===== config.mk =====
export PLATFORM = sky130hd
export DESIGN_NAME = imem_rr_arbiter_flat
export DESIGN_NICKNAME = d
export VERILOG_FILES = /design/src/rtl/imem_rr_arbiter_pkg.sv /design/src/rtl/imem_rr_arbiter_if.sv /design/src/rtl/imem_rr_arbiter_rr_pick.sv /design/src/rtl/imem_rr_arbiter.sv /design/src/flat_wrapper.sv
export SDC_FILE = /design/constraint.sdc
export NUM_CORES = 1
export LEC_CHECK = 0
export BUFFER_PORTS_ARGS = -buffer_cell sky130_fd_sc_hd__buf_2
export CORE_AREA = 10 10 128 130
export CTS_CLUSTER_SIZE = 25
export DETAILED_ROUTE_END_ITERATION = 8
export DIE_AREA = 0 0 138 140
export PLACE_DENSITY_LB_ADDON = 0.05
export SLEW_MARGIN = 25
export SYNTH_ARGS = -nofsm -noshare
export SYNTH_HDL_FRONTEND = slang
export SYNTH_SLANG_ARGS = --single-unit

===== constraint.sdc =====
create_clock -name clka -period 12.52 [get_ports clka]
set_clock_uncertainty 0.2 [all_clocks]
set_input_delay 2.504 -clock clka [delete_from_list [all_inputs] [get_ports clka]]
set_output_delay 2.504 -clock clka [all_outputs]
set_load 0.1 [all_outputs]

===== src/rtl/imem_rr_arbiter_pkg.sv =====
// Shared constants and types for the instruction-ROM round-robin arbiter.
// Core count, ROM index width and word width are set here for the whole MCU.
package imem_rr_arbiter_pkg;
   localparam int N_CORES = 8;
   localparam int IMEM_WA = 7;
   localparam int XLEN    = 32;

   function automatic int ptr_w(input int n);
      return (n > 1) ? $clog2(n) : 1;
   endfunction
endpackage


===== src/rtl/imem_rr_arbiter_if.sv =====
// Core-fetch and ROM-side signals of the shared instruction ROM arbiter.
interface imem_rr_arbiter_if #(
   parameter int N_REQ = 8,
   parameter int AW    = 32,
   parameter int WA    = 7,
   parameter int DW    = 32
);
   logic [N_REQ-1:0]    req_i;
   logic [N_REQ*AW-1:0] addr_i;
   logic [N_REQ-1:0]    gnt_o;
   logic [N_REQ-1:0]    rvalid_o;
   logic [DW-1:0]       rdata_o;
   logic                rom_en_o;
   logic [WA-1:0]       rom_addr_o;
   logic [DW-1:0]       rom_dout_i;

   modport slave (
      input  req_i, addr_i, rom_dout_i,
      output gnt_o, rvalid_o, rdata_o, rom_en_o, rom_addr_o
   );

   modport master (
      output req_i, addr_i, rom_dout_i,
      input  gnt_o, rvalid_o, rdata_o, rom_en_o, rom_addr_o
   );
endinterface


===== src/rtl/imem_rr_arbiter_rr_pick.sv =====
// Combinational rotate-priority picker: first set req bit at or after ptr,
// wrapping modulo N, returned as one-hot gnt plus its binary index.
module imem_rr_arbiter_rr_pick
   import imem_rr_arbiter_pkg::*;
#(
   parameter int N  = 8,
   parameter int PW = ptr_w(N)
) (
   input  logic [N-1:0]  req,
   input  logic [PW-1:0] ptr,
   output logic [N-1:0]  gnt,
   output logic [PW-1:0] idx
);
   always_comb begin
      int  c;
      logic found;
      gnt   = '0;
      idx   = '0;
      found = 1'b0;
      c     = 0;
      for (int off = 0; off < N; off++) begin
         c = int'(ptr) + off;
         if (c >= N) c = c - N;
         if (!found && req[c]) begin
            found  = 1'b1;
            gnt[c] = 1'b1;
            idx    = PW'(c);
         end
      end
   end
endmodule


===== src/rtl/imem_rr_arbiter.sv =====
// Round-robin arbiter sharing one 1-cycle-latency instruction ROM among
// N_REQ fetch units; holds the priority pointer and the rvalid register.
module imem_rr_arbiter
   import imem_rr_arbiter_pkg::*;
#(
   parameter int N_REQ = N_CORES,
   parameter int AW    = XLEN,
   parameter int WA    = IMEM_WA,
   parameter int DW    = XLEN
) (
   input  logic              clka,
   input  logic              reset,
   imem_rr_arbiter_if.slave  bus
);
   localparam int PW = ptr_w(N_REQ);

   logic [N_REQ-1:0][AW-1:0] addr_w;
   logic [N_REQ-1:0]         pick_gnt;
   logic [PW-1:0]            pick_idx;
   logic [PW-1:0]            rr_ptr;
   logic [N_REQ-1:0]         rvalid_q;
   logic [N_REQ-1:0]         gnt;

   for (genvar i = 0; i < N_REQ; i++) begin : g_lane
      assign addr_w[i] = bus.addr_i[i*AW +: AW];
   end

   imem_rr_arbiter_rr_pick #(.N(N_REQ), .PW(PW)) u_pick (
      .req (bus.req_i),
      .ptr (rr_ptr),
      .gnt (pick_gnt),
      .idx (pick_idx)
   );

   // Nothing reaches the ROM while reset is held, whatever the cores request.
   assign gnt            = reset ? '0 : pick_gnt;
   assign bus.gnt_o      = gnt;
   assign bus.rom_en_o   = |gnt;
   // Byte offset dropped; bits above the ROM depth wrap.
   assign bus.rom_addr_o = addr_w[pick_idx][WA+1:2];
   assign bus.rdata_o    = bus.rom_dout_i;
   // A response registered just before reset is not presented during reset.
   assign bus.rvalid_o   = reset ? '0 : rvalid_q;

   always_ff @(posedge clka) begin
      if (reset) begin
         rr_ptr   <= '0;
         rvalid_q <= '0;
      end else begin
         rvalid_q <= gnt;
         if (|gnt)
            rr_ptr <= (int'(pick_idx) == N_REQ-1) ? '0 : pick_idx + 1'b1;
      end
   end
endmodule


===== src/flat_wrapper.sv =====
// flat-port wrapper written by rule: the top's interface ports become plain ports
module imem_rr_arbiter_flat import imem_rr_arbiter_pkg::*;
#(
   parameter int N_REQ = N_CORES,
   parameter int AW    = XLEN,
   parameter int WA    = IMEM_WA,
   parameter int DW    = XLEN
)
  (clka, reset, bus_req_i, bus_addr_i, bus_rom_dout_i, bus_gnt_o, bus_rvalid_o, bus_rdata_o, bus_rom_en_o, bus_rom_addr_o);
  imem_rr_arbiter_if #(.N_REQ(N_REQ), .AW(AW), .WA(WA), .DW(DW)) bus_i ();
  input  logic clka;
  input  logic reset;
  input wire logic [$bits(bus_i.req_i)-1:0] bus_req_i;
  input wire logic [$bits(bus_i.addr_i)-1:0] bus_addr_i;
  input wire logic [$bits(bus_i.rom_dout_i)-1:0] bus_rom_dout_i;
  output wire logic [$bits(bus_i.gnt_o)-1:0] bus_gnt_o;
  output wire logic [$bits(bus_i.rvalid_o)-1:0] bus_rvalid_o;
  output wire logic [$bits(bus_i.rdata_o)-1:0] bus_rdata_o;
  output wire logic [$bits(bus_i.rom_en_o)-1:0] bus_rom_en_o;
  output wire logic [$bits(bus_i.rom_addr_o)-1:0] bus_rom_addr_o;
  assign bus_i.req_i = bus_req_i;
  assign bus_i.addr_i = bus_addr_i;
  assign bus_i.rom_dout_i = bus_rom_dout_i;
  assign bus_gnt_o = bus_i.gnt_o;
  assign bus_rvalid_o = bus_i.rvalid_o;
  assign bus_rdata_o = bus_i.rdata_o;
  assign bus_rom_en_o = bus_i.rom_en_o;
  assign bus_rom_addr_o = bus_i.rom_addr_o;
  imem_rr_arbiter #(.N_REQ(N_REQ), .AW(AW), .WA(WA), .DW(DW)) u_core (.clka(clka), .reset(reset), .bus(bus_i));
endmodule

==> results.py <==
metrics = {
    "outcome": {
        "status": "completed",
    },
    "routing": {
        "drt_first_iter_violations": 179,
        "drt-total-wl_um": 11500,
        "route.detailed.drc": 0,
        "drt_pre_antenna_iters": 5,
        "via_count": 2828,
        "drtAntennaViolNets": 0,
        "wl_per_cell_um": 20.3,
        "avgViaCountPerCell": 4.99,
    },
    "logic_synthesis": {
        "ys_types": 67,
        "synth_compound_area_share_pct": 20.0,
        "synth_flop_cell": "dfxtp_1",
        "syn_avg_cell_area_um2": 8.66,
        "synth_xor_area_share_pct": 1.19,
        "synth_warnings": 0,
        "synthMuxAreaShare_pct": 33.7,
        "ys_seq_area_share_pct": 7.46,
        "synth-edff-count": 0,
        "ys_seq_elements": 11,
        "synthCells": 341,
        "synth_top_area_share_pct": 19.3,
        "synth_most_common_cell": "mux2i_1",
        "netlist_top_cells_area": "mux2i_1, buf_4, mux4_2, dfxtp_1, ha_1",
        "syn_nets": 649,
        "synth_top_family_by_area": "multiplexers",
        "yosysTopAreaCell": "mux2i_1",
        "synth-simple-area-share_pct": 19.8,
        "asyncSetResetFlopFracSynth_pct": 0,
        "ys_top_cells_by_count": "mux2i_1, buf_4, nand2_1, nor2_1, a31oi_1",
        "syn-cell-area_um2": 2950,
        "synthAdderAreaFrac_pct": 4.24,
    },
    "sta": {
        "rsz0062_at_grt": "false",
        "setup_viol": 0,
        "fmax_mhz": 109,
        "worst_pin_slew_ps": 882,
        "period_needed_ps": 9180,
        "hold_violations": 0,
        "report.final.slew_viol_count": 0,
        "fin_crit_sh_pct": 73.3,
        "slew_headroom_pct": 41.2,
        "fin_tns_setup_ps": 0,
    },
    "floorplan": {
        "rows": 43,
        "io_pins": 354,
        "fp.dieH_um": 140,
        "die_x_um": 138,
        "initial_utilization_pct": 21.4,
        "fp.dieArea_um2": 19300,
        "core_area_um2": 13800,
    },
    "setup_path": {
        "path_max_fanout": 15,
        "r2r_setup_slack_ps": 6650,
        "rr_endpoint": "u_core.rr_ptr[2]",
        "worstPathArrival_ps": 6470,
        "rr_worst_depth": 12,
        "crit_path_end": "bus_rom_addr_o[1]",
        "worst-setup-path-type": "in -> out",
        "critPathRequiredTime_ps": 9820,
        "startpoint_type": "input pin",
        "cp-end-kind": "output port",
        "critical_path.startpoint": "bus_req_i[6]",
        "r2r_start": "u_core.rr_ptr[0]",
    },
    "final_layout": {
        "antennaDiodeCount": 0,
        "stdcell_count": 567,
        "drive_above_1_share_pct": 35.9,
        "nNetsFinal": 696,
        "syn2layout_area_growth_pct": 14.8,
    },
    "global_routing": {
        "grt_pass1_vias": 2851,
        "grt_max_degree": 31,
        "antenna_found_initial": 0,
        "grt_overflow": 0,
        "grt_usage_pct": 10.9,
        "grt_pass1_wl_um": 17300,
    },
    "clock_tree": {
        "cts-htree-levels": 1,
        "clock_sinks": 11,
        "clockBufferDepth": 2,
        "clock_latency_ps": 240,
        "ctsResizeCount": 0,
        "cts_tree": "yes",
        "post-cts-setup-buffer-count": 0,
        "cts_buffers": 3,
        "cts-root-buf": "clkbuf_16",
        "cts_hold_buf": 0,
        "path_clk_slew_ps": 40,
    },
    "run": {
        "drv_cap": 0,
    },
    "placed_design": {
        "gp_congestion": 0.779,
        "numPortBuffers": 89,
        "dp.cells": 563,
        "detailed_place_hpwl_um": 9250,
    },
    "worst_hold_path": {
        "hold_class": "reg -> reg",
    },
}
==> how the worst min path moves through the flow <==
stage / start / endpoint / depth (start not counted)
finish: u_core.rr_ptr[0] / u_core.rr_ptr[0] / 3
global route: u_core.rr_ptr[0] / u_core.rr_ptr[0] / 3
detailed placement: u_core.rr_ptr[0] / u_core.rr_ptr[0] / 3
CTS: u_core.rr_ptr[0] / u_core.rr_ptr[0] / 3
global placement: u_core.rr_ptr[0] / u_core.rr_ptr[0] / 3
floorplan: u_core.rr_ptr[2] / u_core.rr_ptr[2] / 2
==> logic make-up after synthesis <==
logic type / Yosys count
AOI/OAI and AO/OA: 70
adders and majority gates: 10
xor gates and xnor gates: 4
buffers and inverters: 62
DFF: 11
muxes: 82
and+or+nand+nor: 102
==> flip-flops by register name, indices dropped and copies added, names as in the netlist <==
signal and cells:
u_core.rvalid_q 8, u_core.rr_ptr 3
==> layer usage <==
metal,share of wire [%],GRT usage (%),vias to the layer above
met2,49,19.0,90
met4,1.2,2.44,0
met3,4.5,1.25,28
met5,0,0,-
met1,45,14.0,1340
li1,-,-,1370
==> layout by cell type (no fill, tap or decap), types with 4 or more instances in the layout <==
master	netlist	final
nand4_1	6	6
and2_1	5	5
a41oi_1	4	4
mux2i_1	57	57
ha_1	10	10
buf_4	33	5
mux4_2	11	11
nand2b_1	6	6
nand3_1	10	10
nand2_1	17	17
a21oi_1	10	10
buf_2	7	89
inv_1	8	8
a31oi_1	12	12
nor2_1	17	17
o21ai_0	8	8
nor2b_1	11	11
nor3_1	10	10
mux2_2	11	11
dfxtp_1	11	11
==> critical path, cell delays in order <==
cell,delay [ps]
buf_2,160
mux4_2,540
mux2i_1,450
nand3_2,310
nor4b_4,780
a211o_1,200
a21oi_1,70
a21oi_4,550
mux2i_1,300
mux2_2,190
buf_2,420
==> through the flow <==
stage	hold slack, ps	cell area [µm²]	worst slack (ps)	utilization, %
finish	561	3390	3340	24.6
global placement	559	3300	2980	24.0
detailed placement	561	3310	3350	24.0
floorplan	477	2950	3140	-
global route	603	3390	3050	24.6
CTS	569	3390	3320	24.6
==> cell type report <==
| cell class | count | area [µm²] |
|---|---|---|
| timing repair buffer | 94 | 483 |
| tap | 180 | 225 |
| multi-input combinational | 268 | 2340 |
| clock buffer | 4 | 78.8 |
| sequential | 11 | 220 |
| inverter | 10 | 37.5 |
| fill | 1566 | 10400 |
Power is not shown: default switching activity piles up to over one toggle a cycle in this logic, so the estimate is an artifact.
